### config.mk
export PLATFORM = sky130hd
export DESIGN_NAME = ysyx_24110006_alu_arb_flat
export DESIGN_NICKNAME = d
export VERILOG_FILES = /design/src/rtl/ysyx_24110006_alu_arb_if.sv /design/src/rtl/ysyx_24110006_alu_arb.sv /design/src/flat_wrapper.sv
export SDC_FILE = /design/constraint.sdc
export NUM_CORES = 1
export LEC_CHECK = 0
export ABC_CLOCK_PERIOD_IN_PS = 1300
export BUFFER_PORTS_ARGS = -buffer_cell sky130_fd_sc_hd__buf_2
export CAP_MARGIN = 20
export CORE_AREA = 5 5 160 162
export CTS_CLUSTER_DIAMETER = 200
export DETAILED_ROUTE_END_ITERATION = 8
export DIE_AREA = 0 0 165 167
export PLACE_DENSITY = 0.64
export SLEW_MARGIN = 20
export SYNTH_ARGS = -nofsm -noshare
export SYNTH_HDL_FRONTEND = slang
export SYNTH_SLANG_ARGS = --single-unit
### constraint.sdc
create_clock -name clock -period 1.3 [get_ports clock]
set_input_delay 0.195 -clock clock [delete_from_list [all_inputs] [get_ports clock]]
set_output_delay 0.195 -clock clock [all_outputs]
set_load 0.02 [all_outputs]
### src/rtl/ysyx_24110006_alu_arb_if.sv
// Requester channel of the ALU arbiter: one request (operands + op) and one response (result + branch).
// The requester uses the master modport; the arbiter uses the slave modport.
interface ysyx_24110006_alu_arb_if #(
    parameter int DATA_W = 32
);
    logic              req_valid;
    logic              req_ready;
    logic [DATA_W-1:0] req_a;
    logic [DATA_W-1:0] req_b;
    logic [6:0]        req_op;
    logic              resp_valid;
    logic              resp_ready;
    logic [DATA_W-1:0] resp_r;
    logic              resp_branch;

    modport master (
        output req_valid, req_a, req_b, req_op, resp_ready,
        input  req_ready, resp_valid, resp_r, resp_branch
    );

    modport slave (
        input  req_valid, req_a, req_b, req_op, resp_ready,
        output req_ready, resp_valid, resp_r, resp_branch
    );
endinterface

### src/rtl/ysyx_24110006_alu_arb.sv
// Round-robin sequencer sharing one combinational ALU between two requesters (IDLE -> EXEC -> RESP).
// Optional perf counters are enabled by defining ALU_ARB_PERF_EN; otherwise the perf ports read 0.
module ysyx_24110006_alu_arb #(
    parameter int DATA_W = 32,
    parameter int CNT_W  = 32
) (
    input  logic                   clock,
    input  logic                   reset,
    ysyx_24110006_alu_arb_if.slave req0,
    ysyx_24110006_alu_arb_if.slave req1,
    output logic [DATA_W-1:0]      o_alu_a,
    output logic [DATA_W-1:0]      o_alu_b,
    output logic                   o_alu_sub,
    output logic                   o_alu_sign,
    output logic                   o_alu_sra,
    output logic [3:0]             o_alu_t,
    input  logic [DATA_W-1:0]      i_alu_r,
    input  logic                   i_alu_branch,
    output logic [CNT_W-1:0]       o_perf_grant0,
    output logic [CNT_W-1:0]       o_perf_grant1,
    output logic [CNT_W-1:0]       o_perf_conflict
);
    typedef enum logic [1:0] {S_IDLE, S_EXEC, S_RESP} state_t;

    state_t            state_q, state_d;
    logic              prio_q, prio_d;
    logic              owner_q, owner_d;
    logic [DATA_W-1:0] a_q, a_d;
    logic [DATA_W-1:0] b_q, b_d;
    logic [6:0]        op_q, op_d;
    logic [DATA_W-1:0] r_q, r_d;
    logic              br_q, br_d;
    logic              gnt0, gnt1;

    always_ff @(posedge clock) begin
        if (reset) begin
            state_q <= S_IDLE;
            prio_q  <= 1'b0;
            owner_q <= 1'b0;
            a_q     <= '0;
            b_q     <= '0;
            op_q    <= '0;
            r_q     <= '0;
            br_q    <= 1'b0;
        end else begin
            state_q <= state_d;
            prio_q  <= prio_d;
            owner_q <= owner_d;
            a_q     <= a_d;
            b_q     <= b_d;
            op_q    <= op_d;
            r_q     <= r_d;
            br_q    <= br_d;
        end
    end

    always_comb begin
        state_d = state_q;
        prio_d  = prio_q;
        owner_d = owner_q;
        a_d     = a_q;
        b_d     = b_q;
        op_d    = op_q;
        r_d     = r_q;
        br_d    = br_q;
        gnt0    = 1'b0;
        gnt1    = 1'b0;
        case (state_q)
            S_IDLE: begin
                // prio only breaks ties; a lone requester always wins
                gnt0 = req0.req_valid && (!req1.req_valid || !prio_q);
                gnt1 = req1.req_valid && (!req0.req_valid ||  prio_q);
                if (gnt0) begin
                    a_d     = req0.req_a;
                    b_d     = req0.req_b;
                    op_d    = req0.req_op;
                    owner_d = 1'b0;
                    state_d = S_EXEC;
                end else if (gnt1) begin
                    a_d     = req1.req_a;
                    b_d     = req1.req_b;
                    op_d    = req1.req_op;
                    owner_d = 1'b1;
                    state_d = S_EXEC;
                end
            end
            S_EXEC: begin
                r_d     = i_alu_r;
                br_d    = i_alu_branch;
                state_d = S_RESP;
            end
            S_RESP: begin
                if (owner_q ? req1.resp_ready : req0.resp_ready) begin
                    prio_d  = ~owner_q;
                    state_d = S_IDLE;
                end
            end
            default: state_d = S_IDLE;
        endcase
    end

    assign req0.req_ready   = gnt0;
    assign req1.req_ready   = gnt1;
    assign req0.resp_valid  = (state_q == S_RESP) && !owner_q;
    assign req1.resp_valid  = (state_q == S_RESP) &&  owner_q;
    assign req0.resp_r      = r_q;
    assign req1.resp_r      = r_q;
    assign req0.resp_branch = br_q;
    assign req1.resp_branch = br_q;

    // ALU inputs come only from the latched op, so they stay quiet outside EXEC
    assign o_alu_a    = a_q;
    assign o_alu_b    = b_q;
    assign o_alu_sra  = op_q[6];
    assign o_alu_sign = op_q[5];
    assign o_alu_sub  = op_q[4];
    assign o_alu_t    = op_q[3:0];

`ifdef ALU_ARB_PERF_EN
    logic [CNT_W-1:0] grant0_q, grant1_q, conflict_q;

    always_ff @(posedge clock) begin
        if (reset) begin
            grant0_q   <= '0;
            grant1_q   <= '0;
            conflict_q <= '0;
        end else begin
            if (gnt0) grant0_q <= grant0_q + CNT_W'(1);
            if (gnt1) grant1_q <= grant1_q + CNT_W'(1);
            if ((state_q == S_IDLE) && req0.req_valid && req1.req_valid)
                conflict_q <= conflict_q + CNT_W'(1);
        end
    end

    assign o_perf_grant0   = grant0_q;
    assign o_perf_grant1   = grant1_q;
    assign o_perf_conflict = conflict_q;
`else
    assign o_perf_grant0   = '0;
    assign o_perf_grant1   = '0;
    assign o_perf_conflict = '0;
`endif
endmodule

### src/flat_wrapper.sv
// flat-port wrapper written by rule: the top's interface ports become plain ports
module ysyx_24110006_alu_arb_flat 
#(
    parameter int DATA_W = 32,
    parameter int CNT_W  = 32
)
  (clock, reset, o_alu_a, o_alu_b, o_alu_sub, o_alu_sign, o_alu_sra, o_alu_t, i_alu_r, i_alu_branch, o_perf_grant0, o_perf_grant1, o_perf_conflict, req0_req_valid, req0_req_a, req0_req_b, req0_req_op, req0_resp_ready, req0_req_ready, req0_resp_valid, req0_resp_r, req0_resp_branch, req1_req_valid, req1_req_a, req1_req_b, req1_req_op, req1_resp_ready, req1_req_ready, req1_resp_valid, req1_resp_r, req1_resp_branch);
  ysyx_24110006_alu_arb_if #(.DATA_W(DATA_W)) req0_i ();
  ysyx_24110006_alu_arb_if #(.DATA_W(DATA_W)) req1_i ();
  input  logic clock;
  input  logic reset;
  output logic [DATA_W-1:0] o_alu_a;
  output logic [DATA_W-1:0] o_alu_b;
  output logic o_alu_sub;
  output logic o_alu_sign;
  output logic o_alu_sra;
  output logic [3:0] o_alu_t;
  input  logic [DATA_W-1:0] i_alu_r;
  input  logic i_alu_branch;
  output logic [CNT_W-1:0] o_perf_grant0;
  output logic [CNT_W-1:0] o_perf_grant1;
  output logic [CNT_W-1:0] o_perf_conflict;
  input wire logic [$bits(req0_i.req_valid)-1:0] req0_req_valid;
  input wire logic [$bits(req0_i.req_a)-1:0] req0_req_a;
  input wire logic [$bits(req0_i.req_b)-1:0] req0_req_b;
  input wire logic [$bits(req0_i.req_op)-1:0] req0_req_op;
  input wire logic [$bits(req0_i.resp_ready)-1:0] req0_resp_ready;
  output wire logic [$bits(req0_i.req_ready)-1:0] req0_req_ready;
  output wire logic [$bits(req0_i.resp_valid)-1:0] req0_resp_valid;
  output wire logic [$bits(req0_i.resp_r)-1:0] req0_resp_r;
  output wire logic [$bits(req0_i.resp_branch)-1:0] req0_resp_branch;
  input wire logic [$bits(req1_i.req_valid)-1:0] req1_req_valid;
  input wire logic [$bits(req1_i.req_a)-1:0] req1_req_a;
  input wire logic [$bits(req1_i.req_b)-1:0] req1_req_b;
  input wire logic [$bits(req1_i.req_op)-1:0] req1_req_op;
  input wire logic [$bits(req1_i.resp_ready)-1:0] req1_resp_ready;
  output wire logic [$bits(req1_i.req_ready)-1:0] req1_req_ready;
  output wire logic [$bits(req1_i.resp_valid)-1:0] req1_resp_valid;
  output wire logic [$bits(req1_i.resp_r)-1:0] req1_resp_r;
  output wire logic [$bits(req1_i.resp_branch)-1:0] req1_resp_branch;
  assign req0_i.req_valid = req0_req_valid;
  assign req0_i.req_a = req0_req_a;
  assign req0_i.req_b = req0_req_b;
  assign req0_i.req_op = req0_req_op;
  assign req0_i.resp_ready = req0_resp_ready;
  assign req0_req_ready = req0_i.req_ready;
  assign req0_resp_valid = req0_i.resp_valid;
  assign req0_resp_r = req0_i.resp_r;
  assign req0_resp_branch = req0_i.resp_branch;
  assign req1_i.req_valid = req1_req_valid;
  assign req1_i.req_a = req1_req_a;
  assign req1_i.req_b = req1_req_b;
  assign req1_i.req_op = req1_req_op;
  assign req1_i.resp_ready = req1_resp_ready;
  assign req1_req_ready = req1_i.req_ready;
  assign req1_resp_valid = req1_i.resp_valid;
  assign req1_resp_r = req1_i.resp_r;
  assign req1_resp_branch = req1_i.resp_branch;
  ysyx_24110006_alu_arb #(.DATA_W(DATA_W), .CNT_W(CNT_W)) u_core (.clock(clock), .reset(reset), .req0(req0_i), .req1(req1_i), .o_alu_a(o_alu_a), .o_alu_b(o_alu_b), .o_alu_sub(o_alu_sub), .o_alu_sign(o_alu_sign), .o_alu_sra(o_alu_sra), .o_alu_t(o_alu_t), .i_alu_r(i_alu_r), .i_alu_branch(i_alu_branch), .o_perf_grant0(o_perf_grant0), .o_perf_grant1(o_perf_grant1), .o_perf_conflict(o_perf_conflict));
endmodule
==> metrics.md <==
| Metric | Value |
|---|---|
| Slew Limit Headroom | `57.1%` |
| Vias per cell | `about 4.4` |
| Post-Syn Area | `0.00594 sq mm` |
| R2R Setup Slk | `-270 ps` |
| Initial core utilization | `24.8%` |
| Final WS setup | `-289 ps` |
| Crit path cell chain | `a21bo_4, buf_12, nor3_4, buf_6` |
| Tmin final | `1590 ps` |
| Peak VDD IR | `0.454 mV` |
| Die area | `0.0276 sq mm` |
| Synthesized instance count | `702` |
| Sink Count | `roughly 110` |
| Final hold slack | `66.6 ps` |
| Tot GR Track Use | `16.0%` |
| PortBufs | `321` |
| Setup Slack @ Placement | `-154 ps` |
| Hold Fails Final Rpt | `0` |
| Pin count of the biggest net entering global routing | `49` |
| Die Ht | `167 um` |
| N_diodes | `0` |
| Post-synthesis sequential area ratio | `between 30 and 40%` |
| Placement Rows | `57` |
| Total negative setup slack | `-14,300 ps` |
| Failing checks | `negative setup slack` |
| DRC violations left | `0` |
| RSZ-0062 raised after global routing | `yes` |
| Worst-Skew Late Latency | `~360 ps` |
| CP Capture Type | `output pin` |
| Syn_area_per_cell | `8.46 sq um` |
| Fin cells | `1,356` |
| Outcome | `finished, violations left` |
| Clk root buf | `clkbuf_16` |
| Largest delay share family, worst path | `flip-flops` |
| Synthesis-to-finish area growth | `57.3%` |
| Clock Tree Buf Depth | `2` |
| Routability cong. | `0.724` |
| Crit path kind | `reg -> out` |
| TritonCTS Buffers | `9` |
| CP required | `1110 ps` |
| CTS hold repair buffers | `0` |
| Layout cell share with drive strength beyond 1 | `59.7%` |
| CP peak stage delay | `370 ps` |
| Total detailed-routing wirelength | `~24,000 um` |
| Detail Placement HPWL | `15,400 um` |
| P_leak | `4.42 nW` |
| Crit start category | `flip-flop` |
| Critical Path Fanout Max | `4` |
| Worst clock skew | `~18 ps` |
| Hold Crit Class | `in -> reg` |
| Worst Path Buf+Inv | `2` |
| Routed via count | `5,987` |
| Core Area | `about 0.024 sq mm` |
| Most common cell after layout, fill and taps aside | `buf_2` |
| Max-slew violations | `0` |
| Worst-Margin Slew | `roughly 640 ps` |
| Final core occ | `39.0%` |
| Routed Antenna Nets | `0` |
| I/O pins | `418` |
| Vias in the first global route | `~5,900` |
| Max_cap viols | `0` |
| Initial antenna violation count | `0` |
| H-tree level count | `3` |
| Post-placement cell count | `1,286` |
| DR pass1 iterations | `4` |
| YS warnings | `0` |
| Grt total ovfl | `0` |
| Slowest CP cell | `dfxtp_4` |
| Crit path DAT | `roughly 1400 ps` |
| DRT iter0 DRCs | `256` |
| Placement Cell Area | `0.00747 sq mm` |
| Clock transition at path regs | `90 ps` |
| Distinct cells, synth | `28` |
| Nets | `1,208` |
| DR WL/cell | `18.1 um` |
| Tot Pwr | `11.0 mW` |
| Final Setup Violations | `76` |
| #FFs+latches synth | `108` |
| Commonest cells after routing, fill and taps aside | `buf_2 (316), nand2_1 (131), dfxtp_1 (105)` |
| Cell area power density | `1180 mW/mm^2` |
| Die W | `about 170 um` |
| Final Cell Area | `0.00934 sq mm` |
| Final period util | `122%` |
| TritonCTS clock tree | `done` |
| Fmax | `629 MHz` |
| First-pass GRT wire length | `33,800 um` |
## cells in the mapped netlist (all sizes together)
cell,number,area (sq um)
nand2,208,781
buf,147,1110
dfxtp,108,2160
a21oi,106,531
a311oi,71,1050
clkbuf,40,150
nor2b,4,25.0
a2111oi,2,18.8
a21boi,2,18.8
and2,2,15.0
inv,2,7.51
nor2,2,10.0
a21bo,1,10.0
and3,1,6.26
conb,1,3.75
mux2i,1,10.0
nand2b,1,6.26
nor3,1,5.00
o21ba,1,10.0
or2,1,6.26
## cell type report
| cell class | instances | area, sq um |
|---|---|---|
| fill | 2435 | 14600 |
| multi-input combinational | 500 | 3380 |
| timing repair buffer | 406 | 3060 |
| sequential | 108 | 2170 |
| tap | 324 | 405 |
| clock buffer | 11 | 243 |
| clock inverter | 5 | 67.6 |
| inverter | 2 | 7.51 |
## tightest hold or removal path: stages
cell	delay (ps)
buf_2	110
nand2_4	40
a21oi_2	30
## routing by layer
metal / track usage, % / wire (um) / part of all wire [%] / up-vias
li1: - / - / - / 2837
met1: 18.0 / 9240 / 38 / 2826
met2: 29.2 / 12900 / 53 / 292
met3: 3.86 / 1850 / 7.5 / 32
met4: 5.46 / 530 / 2.2 / 0
met5: 0 / 0 / 0 / -
## final timing paths
path                                         startpoint                       to  cells past startpoint
worst max-delay path                      u_core.prio_q           req0_req_ready                      4
worst min-delay path                         i_alu_r[2]    u_core.req0.resp_r[2]                      3
worst max register to register            u_core.prio_q           u_core.op_q[6]                      8
worst min register to register  u_core.req0.resp_branch  u_core.req0.resp_branch                      2
## sequential cells by signal, summed over array words and instances (netlist names)
signal and count:
u_core.o_alu_a 32, u_core.o_alu_b 32, u_core.op_q 7, u_core.owner_q 1, u_core.prio_q 1, u_core.req0.resp_branch 1
u_core.req0.resp_r 32, u_core.state_q 2
## cells by family (layout without fill, tap and decap cells)
| family | count (synthesis) | count (layout) | synth area share, % |
|---|---|---|---|
| other | 1 | 96 | 0.0632 |
| AO/OA/AOI/OAI | 183 | 183 | 27.7 |
| buffers and inverters | 189 | 424 | 21.3 |
| AND/OR/NAND/NOR | 220 | 220 | 14.4 |
| multiplexers | 1 | 1 | 0.169 |
| flip-flops | 108 | 108 | 36.4 |
## power by group
part | internal (mW) | switching (mW) | leakage [nW]
sequential | 3.66 | 0.224 | 0.894
clock | 1.58 | 1.38 | 0.152
combinational | 1.80 | 2.39 | 3.38
total | 7.04 | 3.98 | 4.42
## what timing repair did
action,in CTS,in global routing
cloned,18,4
resized for setup,139,59
pin swaps,49,10
setup buffers,22,10
endpoints found under the setup margin,76,102
Note: power is estimated with default switching activity, not from simulation.
